<file path="src/rtl/uart_tx_mmio.sv">
// Memory-mapped UART transmitter: bus-written TX FIFO feeding an 8N1 serialiser.
// Define UART_TX_PARITY_EN to insert an even-parity bit (8E1 frames).
module uart_tx_mmio #(
  parameter int unsigned FIFO_DEPTH   = 8,
  parameter int unsigned BAUD_DIV_RST = 868
) (
  input  logic        clk,
  input  logic        rst_n,
  input  logic        we,
  input  logic        re,
  input  logic [3:0]  addr,
  input  logic [31:0] wdata,
  output logic [31:0] rdata,
  output logic        tx,
  output logic        tx_irq
);

  localparam int unsigned AW = $clog2(FIFO_DEPTH);
  localparam int unsigned PW = AW + 1;
`ifdef UART_TX_PARITY_EN
  localparam logic ParEn = 1'b1;
`else
  localparam logic ParEn = 1'b0;
`endif

  typedef enum logic [2:0] {StIdle, StStart, StData, StParity, StStop} state_e;

  state_e        state_q, state_d;
  logic [PW-1:0] wptr_q, wptr_d, rptr_q, rptr_d;
  logic [7:0]    mem_q [FIFO_DEPTH];
  logic [7:0]    shift_q, shift_d;
  logic          par_q, par_d;
  logic [2:0]    bit_cnt_q, bit_cnt_d;
  logic [15:0]   baud_cnt_q, baud_cnt_d;
  logic [15:0]   baud_div_q, baud_div_d;
  logic          ovf_q, ovf_d;
  logic          tx_q, tx_d;
  logic          irq_q, irq_d;

  logic       empty, full, push, pop, wr_data, bit_end;
  logic [7:0] head;
  logic       unused_wdata;

  assign unused_wdata = ^wdata[31:16];

  assign empty   = (wptr_q == rptr_q);
  assign full    = (wptr_q[AW] != rptr_q[AW]) && (wptr_q[AW-1:0] == rptr_q[AW-1:0]);
  assign head    = mem_q[rptr_q[AW-1:0]];
  assign wr_data = we && (addr == 4'h0);
  // A pop in the same cycle frees the slot the push lands in.
  assign push    = wr_data && (!full || pop);
  assign bit_end = (baud_cnt_q == 16'd0);

  always_comb begin
    state_d    = state_q;
    shift_d    = shift_q;
    par_d      = par_q;
    bit_cnt_d  = bit_cnt_q;
    baud_cnt_d = baud_cnt_q;
    tx_d       = tx_q;
    pop        = 1'b0;

    if (state_q != StIdle && !bit_end) baud_cnt_d = baud_cnt_q - 16'd1;

    unique case (state_q)
      StIdle: begin
        if (!empty) pop = 1'b1;
      end
      StStart: begin
        if (bit_end) begin
          state_d    = StData;
          tx_d       = shift_q[0];
          shift_d    = {1'b0, shift_q[7:1]};
          bit_cnt_d  = 3'd0;
          baud_cnt_d = baud_div_q - 16'd1;
        end
      end
      StData: begin
        if (bit_end) begin
          baud_cnt_d = baud_div_q - 16'd1;
          if (bit_cnt_q == 3'd7) begin
`ifdef UART_TX_PARITY_EN
            state_d = StParity;
            tx_d    = par_q;
`else
            state_d = StStop;
            tx_d    = 1'b1;
`endif
          end else begin
            tx_d      = shift_q[0];
            shift_d   = {1'b0, shift_q[7:1]};
            bit_cnt_d = bit_cnt_q + 3'd1;
          end
        end
      end
      StParity: begin
        if (bit_end) begin
          state_d    = StStop;
          tx_d       = 1'b1;
          baud_cnt_d = baud_div_q - 16'd1;
        end
      end
      StStop: begin
        if (bit_end) begin
          if (!empty) begin
            pop = 1'b1;
          end else begin
            state_d = StIdle;
            tx_d    = 1'b1;
          end
        end
      end
      default: state_d = StIdle;
    endcase

    // Popping always starts a frame on the following cycle.
    if (pop) begin
      state_d    = StStart;
      shift_d    = head;
      par_d      = ^head;
      tx_d       = 1'b0;
      baud_cnt_d = baud_div_q - 16'd1;
    end
  end

  always_comb begin
    wptr_d     = wptr_q + (push ? PW'(1) : PW'(0));
    rptr_d     = rptr_q + (pop ? PW'(1) : PW'(0));
    baud_div_d = baud_div_q;
    ovf_d      = ovf_q;
    if (we && addr == 4'h8) baud_div_d = (wdata[15:0] == 16'd0) ? 16'd1 : wdata[15:0];
    if (we && addr == 4'h4 && wdata[3]) ovf_d = 1'b0;
    if (wr_data && !push) ovf_d = 1'b1;
    irq_d = empty && (state_q == StIdle);
  end

  always_ff @(posedge clk or negedge rst_n) begin
    if (!rst_n) begin
      state_q    <= StIdle;
      wptr_q     <= '0;
      rptr_q     <= '0;
      shift_q    <= '0;
      par_q      <= 1'b0;
      bit_cnt_q  <= '0;
      baud_cnt_q <= '0;
      baud_div_q <= 16'(BAUD_DIV_RST);
      ovf_q      <= 1'b0;
      tx_q       <= 1'b1;
      irq_q      <= 1'b1;
    end else begin
      state_q    <= state_d;
      wptr_q     <= wptr_d;
      rptr_q     <= rptr_d;
      shift_q    <= shift_d;
      par_q      <= par_d;
      bit_cnt_q  <= bit_cnt_d;
      baud_cnt_q <= baud_cnt_d;
      baud_div_q <= baud_div_d;
      ovf_q      <= ovf_d;
      tx_q       <= tx_d;
      irq_q      <= irq_d;
    end
  end

  always_ff @(posedge clk) begin
    if (push) mem_q[wptr_q[AW-1:0]] <= wdata[7:0];
  end

  always_comb begin
    rdata = '0;
    if (re) begin
      case (addr)
        4'h4:    rdata = {27'd0, ParEn, ovf_q, empty, full, state_q != StIdle};
        4'h8:    rdata = {16'd0, baud_div_q};
        default: rdata = '0;
      endcase
    end
  end

  assign tx     = tx_q;
  assign tx_irq = irq_q;

endmodule
</file>
<file path="config.mk">
export PLATFORM = sky130hd
export DESIGN_NAME = uart_tx_mmio
export DESIGN_NICKNAME = d
export VERILOG_FILES = /design/src/rtl/uart_tx_mmio.sv
export SDC_FILE = /design/constraint.sdc
export NUM_CORES = 1
export LEC_CHECK = 0
export CORE_MARGIN = 4
export CORE_UTILIZATION = 45
export DETAILED_ROUTE_END_ITERATION = 8
export PLACE_DENSITY = 0.7
export SYNTH_ARGS = -nofsm -noshare
export SYNTH_HDL_FRONTEND = slang
export SYNTH_SLANG_ARGS = --single-unit
export TNS_END_PERCENT = 100
</file>
<file path="constraint.sdc">
create_clock -name clk -period 3.3 [get_ports clk]
set_input_delay 0.825 -clock clk [delete_from_list [all_inputs] [get_ports clk]]
set_output_delay 0.825 -clock clk [all_outputs]
set_load 0.01 [all_outputs]
</file>
==> impl_summary.txt <==
----------------------------------------------------
[Flow run]
  Total of max-cap violations ... 0

[Drt]
  Router iterations before antenna repair ... 5
  Antenna-violating nets left ... 0
  Via Count ... 3734
  Overall routed net length ... roughly 12000 µm
  Drt initial violations ... 260
  Per-cell routed wire length ... around 18 µm
  Number of design rule violations left after detail routing ... 0
  Via density per instance ... 5.44

[Placed design]
  Sum of net half-perimeters after detailed placement ... between 8000 and 9000 µm
  Number of placed cells counting well taps ... 654
  Routability Congestion ... 0.852
  Worst Setup Slack post-DPL ... -0.132 ns
  Count of input and output buffers ... 41

[Clock tree]
  Deepest level of the CTS H-tree ... 4
  Clock edge transition at the registers on the reported setup and hold paths ... 0.06 ns
  Library cell used as clock root buffer ... clkbuf_16
  Number of buffers added by the clock tree synthesis step ... 17
  Number of clock sinks ... between 100 and 150
  Bufs on Longest Clock Path ... 2
  Clock latency at the later pin of the worst-skew pair ... approximately 0.42 ns
  Number of buffers inserted for hold repair after clock tree synthesis ... 0
  Post-CTS Setup Bufs ... 0
  TritonCTS clock tree ... yes

[Yosys]
  Ys flop type ... edfxtp_1
  Post-synth EDFFs ... 64
  Average cell area after synthesis ... about 13 µm²
  Instance count of the mapped netlist ... 440
  Mapped Area ... 5780 µm²
  Netlist cell types ... between 40 and 50
  Proportion of register bits with asynchronous set or reset after synthesis ... 0.471
  Share of synthesized area occupied by flip-flops and latches ... 0.581
  Number of storage elements in the synthesis netlist ... ~120
  YS warnings ... 0

[Setup path]
  Worst EP arrival ... between 2 and 2.5 ns
  Critical path type ... primary input to output pin
  Worst setup EP type ... output pin
  Cells on worst reg2reg path ... 8
  Largest fanout on the critical path ... 16
  Critical path data required time ... about 2.5 ns
  Startpoint class of the critical path ... primary input

[Worst hold path]
  Worst hold path cell count ... 2
  Classification of the worst-slack hold path ... flop to flop

[Global routing]
  Pin count of the biggest net entering global routing ... a little under 60
  Global routing usage summed across all routing layers ... 0.176
  Via count of the first global-routing pass ... 3643
  GRT Residual Overflow ... 0
  Antenna violations before repair ... 0
  Wire length of the first global-routing pass ... 19400 µm

[Cells and area]
  Area added between synthesis and finish ... 21.2%
  Area taken by multi-input logic gates ... roughly 2200 µm²
  Number of antenna cells inserted ... 0
  FILL cells ... between 1k and 1.5k
  Storage element area ... around 3400 µm²
  Proportion of layout cells with a drive suffix above 1 ... 0.163
  Final non-filler cell total ... about 690
  Final #Nets ... about 550

[Pwr]
  Leak Pwr ... around 3 nW
  Largest voltage drop on the vdd net ... between 0.5 and 0.6 mV
  P per Cell Area ... about 760 nW/µm²

[Timing]
  Unrepaired setup endpoints after global routing ... no
  Count of final max-slew check failures ... 0
  Final setup violation count ... 0
  Fin crit share ... 0.941
  Setup slack of the critical path after layout ... 0.195 ns
  Clock tree skew after final layout ... around 0.012 ns
  Worst Hold Slack ... around 0.49 ns
  Tightest slew margin relative to the limit ... 0.293
  Highest attainable clock frequency ... approximately 0.32 GHz
  Total count of hold-check failures in the final report ... 0
  Minimum clock period ... between 3 and 4 ns
  Actual transition at the worst max-transition pin ... approximately 1.1 ns

[Floorplan]
  Height of the die ... 121 µm
  I/O pin total ... 74
  Site Rows ... 41
  CORE AREA ... about 13000 µm²
  Starting Density ... 0.458
  Die W ... 121 µm
  Total die area ... approximately 15000 µm²

[Outcome]
  Result of the run ... finished clean

----------------------------------------------------
sequential cells by signal, indices dropped and copies added (netlist names), 3 cells and up:
register,count
rptr_q,4
shift_q,8
baud_div_q,16
bit_cnt_q,3
wptr_q,4
baud_cnt_q,16
state_q,3
mem_q,64
synth_stat cells, types with 2 or more instances:
cell | number | area [µm²]
dfstp_2 | 7 | 184
dfrtp_1 | 50 | 1250
edfxtp_1 | 64 | 1920
o21ai_0 | 11 | 55.1
buf_1 | 2 | 7.51
or3_1 | 7 | 43.8
nor3_1 | 18 | 90.1
mux2i_1 | 24 | 240
nor4b_1 | 4 | 35.0
nor2_1 | 22 | 82.6
xnor2_1 | 25 | 219
nand3b_1 | 3 | 22.5
buf_2 | 3 | 15.0
nand2_1 | 16 | 60.1
buf_6 | 2 | 22.5
ha_1 | 8 | 100
clkbuf_1 | 15 | 56.3
a211oi_1 | 9 | 67.6
buf_4 | 16 | 120
mux2_2 | 2 | 22.5
or4_1 | 4 | 30.0
nor4_1 | 14 | 87.6
mux4_2 | 16 | 360
nand4b_1 | 3 | 26.3
nand3_1 | 12 | 60.1
inv_1 | 9 | 33.8
and2_1 | 12 | 75.1
a21oi_1 | 14 | 70.1
nor2b_1 | 8 | 50.1
xor2_1 | 10 | 87.6
nand4_1 | 2 | 12.5
a22o_1 | 13 | 114
metal layers:
layer  track usage  vias to the layer above  part of all wire
met2         0.279                       79              0.50
li1              -                     1748                 -
met3        0.0443                       13             0.043
met5             0                        -                 0
met4        0.0637                        0            0.0086
met1         0.236                     1894              0.45
power by group:
part / internal (mW) / total, mW / switching (mW)
sequential: 1.86 / 2.17 / 0.313
clock: 1.03 / 1.71 / 0.680
combinational: 0.687 / 1.41 / 0.719
total: 3.58 / 5.29 / 1.71
final timing paths:
kind | startpoint | to | slack [ns]
setup / recovery | addr[1] | rdata[3] | 0.19
hold / removal | bit_cnt_q[1] | bit_cnt_q[1] | 0.49
setup reg to reg | baud_cnt_q[0] | mem_q[1][2] | 0.34
hold reg to reg | bit_cnt_q[1] | bit_cnt_q[1] | 0.49
max in group asynchronous | rst_n | baud_cnt_q[8] | 2.28
min in group asynchronous | rst_n | baud_div_q[10] | 0.53
cell usage in the layout, fill, tap and decap left out, types with 2 or more instances in the layout:
master / netlist / final
a211oi_1: 9 / 9
a21oi_1: 14 / 14
a22o_1: 13 / 13
and2_1: 12 / 12
buf_4: 16 / 23
clkbuf_16: 0 / 17
clkdlybuf4s50_1: 0 / 24
clkinv_1: 0 / 2
clkinv_4: 0 / 5
clkinvlp_4: 0 / 3
conb_1: 1 / 16
dfrtp_1: 50 / 50
dfstp_2: 7 / 7
dlygate4sd2_1: 0 / 6
dlymetal6s2s_1: 0 / 10
edfxtp_1: 64 / 64
ha_1: 8 / 8
inv_1: 9 / 9
inv_6: 0 / 2
mux2_2: 2 / 2
mux2i_1: 24 / 24
mux4_2: 16 / 16
nand2_1: 16 / 16
nand3_1: 12 / 12
nand3b_1: 3 / 3
nand4_1: 2 / 2
nand4b_1: 3 / 3
nor2_1: 22 / 21
nor2b_1: 8 / 8
nor3_1: 18 / 18
nor4_1: 14 / 14
nor4b_1: 4 / 4
o21ai_0: 11 / 11
or3_1: 7 / 7
or4_1: 4 / 4
xnor2_1: 25 / 25
xor2_1: 10 / 10
worst max-delay path, stage by stage:
cell and delay (ns):
clkdlybuf4s50_1 0.41, nor2_2 0.16, and4b_1 0.26, buf_12 0.14
nand2_1 0.05, o21ai_0 0.08, dlygate4sd2_1 0.35
logic make-up after synthesis:
kind of cell	count (synthesis)	synth area share
AOI/OAI and AO/OA	55	0.0680
adders and majority gates	8	0.0173
xor gates and xnor gates	35	0.0530
muxes	42	0.108
buffers and inverters	47	0.0441
other	1	0.000649
DFF	121	0.581
and+or+nand+nor	131	0.129
per-stage QoR:
step	cell area [µm²]	util	power [mW]	TNS, ns
floorplan	5840	-	3.22	0
global placement	6430	0.510	3.53	-0.708
detailed placement	6430	0.510	3.60	-0.887
CTS	6980	0.553	5.34	0
global route	7010	0.555	5.59	0
finish	7010	0.555	5.29	0
what timing repair did:
item | CTS | global route
resized for setup | 7 | 10
endpoints found under the setup margin | 16 | 10
pin swaps | 1 | 1
layout make-up:
class	instances	share of cell area
tap	172	0.0307
timing repair buffer	65	0.0879
clock inverter	14	0.0180
clock buffer	18	0.0613
multi-input combinational	287	0.318
inverter	9	0.00482
sequential	121	0.479
Note: power is estimated with default switching activity, not from simulation.
==> RTL change (config.mk and constraints unchanged) <==
Set the parameter `FIFO_DEPTH` to 16 (it was 8).
--- a/src/rtl/uart_tx_mmio.sv
+++ b/src/rtl/uart_tx_mmio.sv
@@ -1,7 +1,7 @@
 // Memory-mapped UART transmitter: bus-written TX FIFO feeding an 8N1 serialiser.
 // Define UART_TX_PARITY_EN to insert an even-parity bit (8E1 frames).
 module uart_tx_mmio #(
-  parameter int unsigned FIFO_DEPTH   = 8,
+  parameter int unsigned FIFO_DEPTH   = 16,
   parameter int unsigned BAUD_DIV_RST = 868
 ) (
   input  logic        clk,
Function: changed (a bounded check fails within 10 cycles, from zero or initial values and one cycle with rst_n low).
==> RTL change against the unedited design <==
- sequential cell count is 66 higher
- worst setup slack better by 0.083 ns
- first-iteration DRC count is 14% higher
- synthesized area is 47% higher
- routed wire length is 46% higher
- power is 33% higher
- count of clock-buffer cells in the layout is 1 higher
- design area is 41% higher
- non-clock buffer count is 21 higher
- clock power is 11% higher
- critical endpoint is now rdata[1]
==> RTL change: results (changes against the unedited design) <==
[detailed_routing]
postRouteWirelength_um=17800  ; +46%
vias=5115  ; +37%
drtIter0Drc=297  ; +14%

[placed_design]
place_congestion=0.8740  ; +2.6%
dpl-instance-area_sq_mm=0.009315  ; +45%
dp_cells=864  ; +32%
dp_slack_ns=-0.01328  ; +0.1185 ns

[layout]
finalNetCount=703  ; +28%
layout-drive-gt1-share_pct=19.94  ; +3.6 points
instances_no_fill=896  ; +31%
largest_reg_flops=128  ; +100%
num-fill-cells=1452  ; +38%

[global_routing]
grt_pass1_wl_um=28370  ; +46%
grt_max_degree=35  ; -40%
track_usage_pct=17.33  ; -0.30 points

[timing]
clock_skew_ns=0.009798  ; -0.002153 ns
worst_slew_pin_slew_ns=0.7805  ; -0.2803 ns

[synthesis]
async_reset_ff_share_pct=31.55  ; -16 points
synth_area_leaders=edfxtp_1 45%, dfrtp_1 15%, mux4_2 8.5%
yosysSeqAreaShare_pct=62.90  ; +4.8 points
synth_edf_count=128  ; +100%
synthesis.area_sq_mm=0.008472  ; +47%

[worst_hold_path]
hold_class=in -> async

[run_status]
status=finished, final reports clean

[power_and_ir_drop]
p_leak_nw=3.902  ; +34%

[RTL change: layer usage]
layer	GRT usage (%)	vias up	part of all wire [%]
met2	28.11	162	49
li1	-	2349	-
met1	23.24	2578	44
met4	6.125	0	2.0
met5	0	-	0
met3	3.867	26	5.2
[RTL change: area by class of cell]
type                            count  area [sq um]  share of cell area, %
Timing Repair Buffer               86         784.5                  7.930
Clock buffer                       19         432.9                  4.376
Tap cell                          229         286.5                  2.896
Clock inverter                     13         105.1                  1.062
Inverter                            7         26.28                 0.2656
Multi-Input combinational cell    355          2925                  29.57
Sequential cell                   187          5333                  53.90
[RTL change: path summary, 6_finish.rpt]
path                                     start              to  slack (ns)  cells past startpoint
max in group asynchronous                rst_n  baud_cnt_q[12]        1.94                      3
worst max register to register  baud_cnt_q[12]    mem_q[10][6]        0.28                      7
worst max-delay path                   addr[1]        rdata[1]        0.28                      7
worst min-delay path                     rst_n   baud_cnt_q[3]        0.40                      1
worst min register to register       wptr_q[4]       wptr_q[4]        0.49                      1
min in group clk                     wptr_q[4]       wptr_q[4]        0.49                      1
[RTL change: cells by family after synthesis]
family | Yosys count | share of synthesized area, %
muxes | 65 | 12.48
buffers and inverters | 55 | 3.338
xor gates and xnor gates | 39 | 4.032
AOI/OAI and AO/OA | 64 | 5.716
and+or+nand+nor | 162 | 10.16
DFF | 187 | 62.90
other | 1 | 0.04426
adders and majority gates | 9 | 1.329
[RTL change: critical path: stages]
cell and delay (ns):
clkdlybuf4s50_1 0.41, nor2_2 0.13, and4b_1 0.25, buf_12 0.14, nand2_1 0.06, o21ai_0 0.09, dlygate4sd2_1 0.29
[RTL change: where the power goes]
group          switching (W)  internal, W
registers           0.000266      0.00278
logic                0.00110      0.00100
clock network       0.000904     0.000984
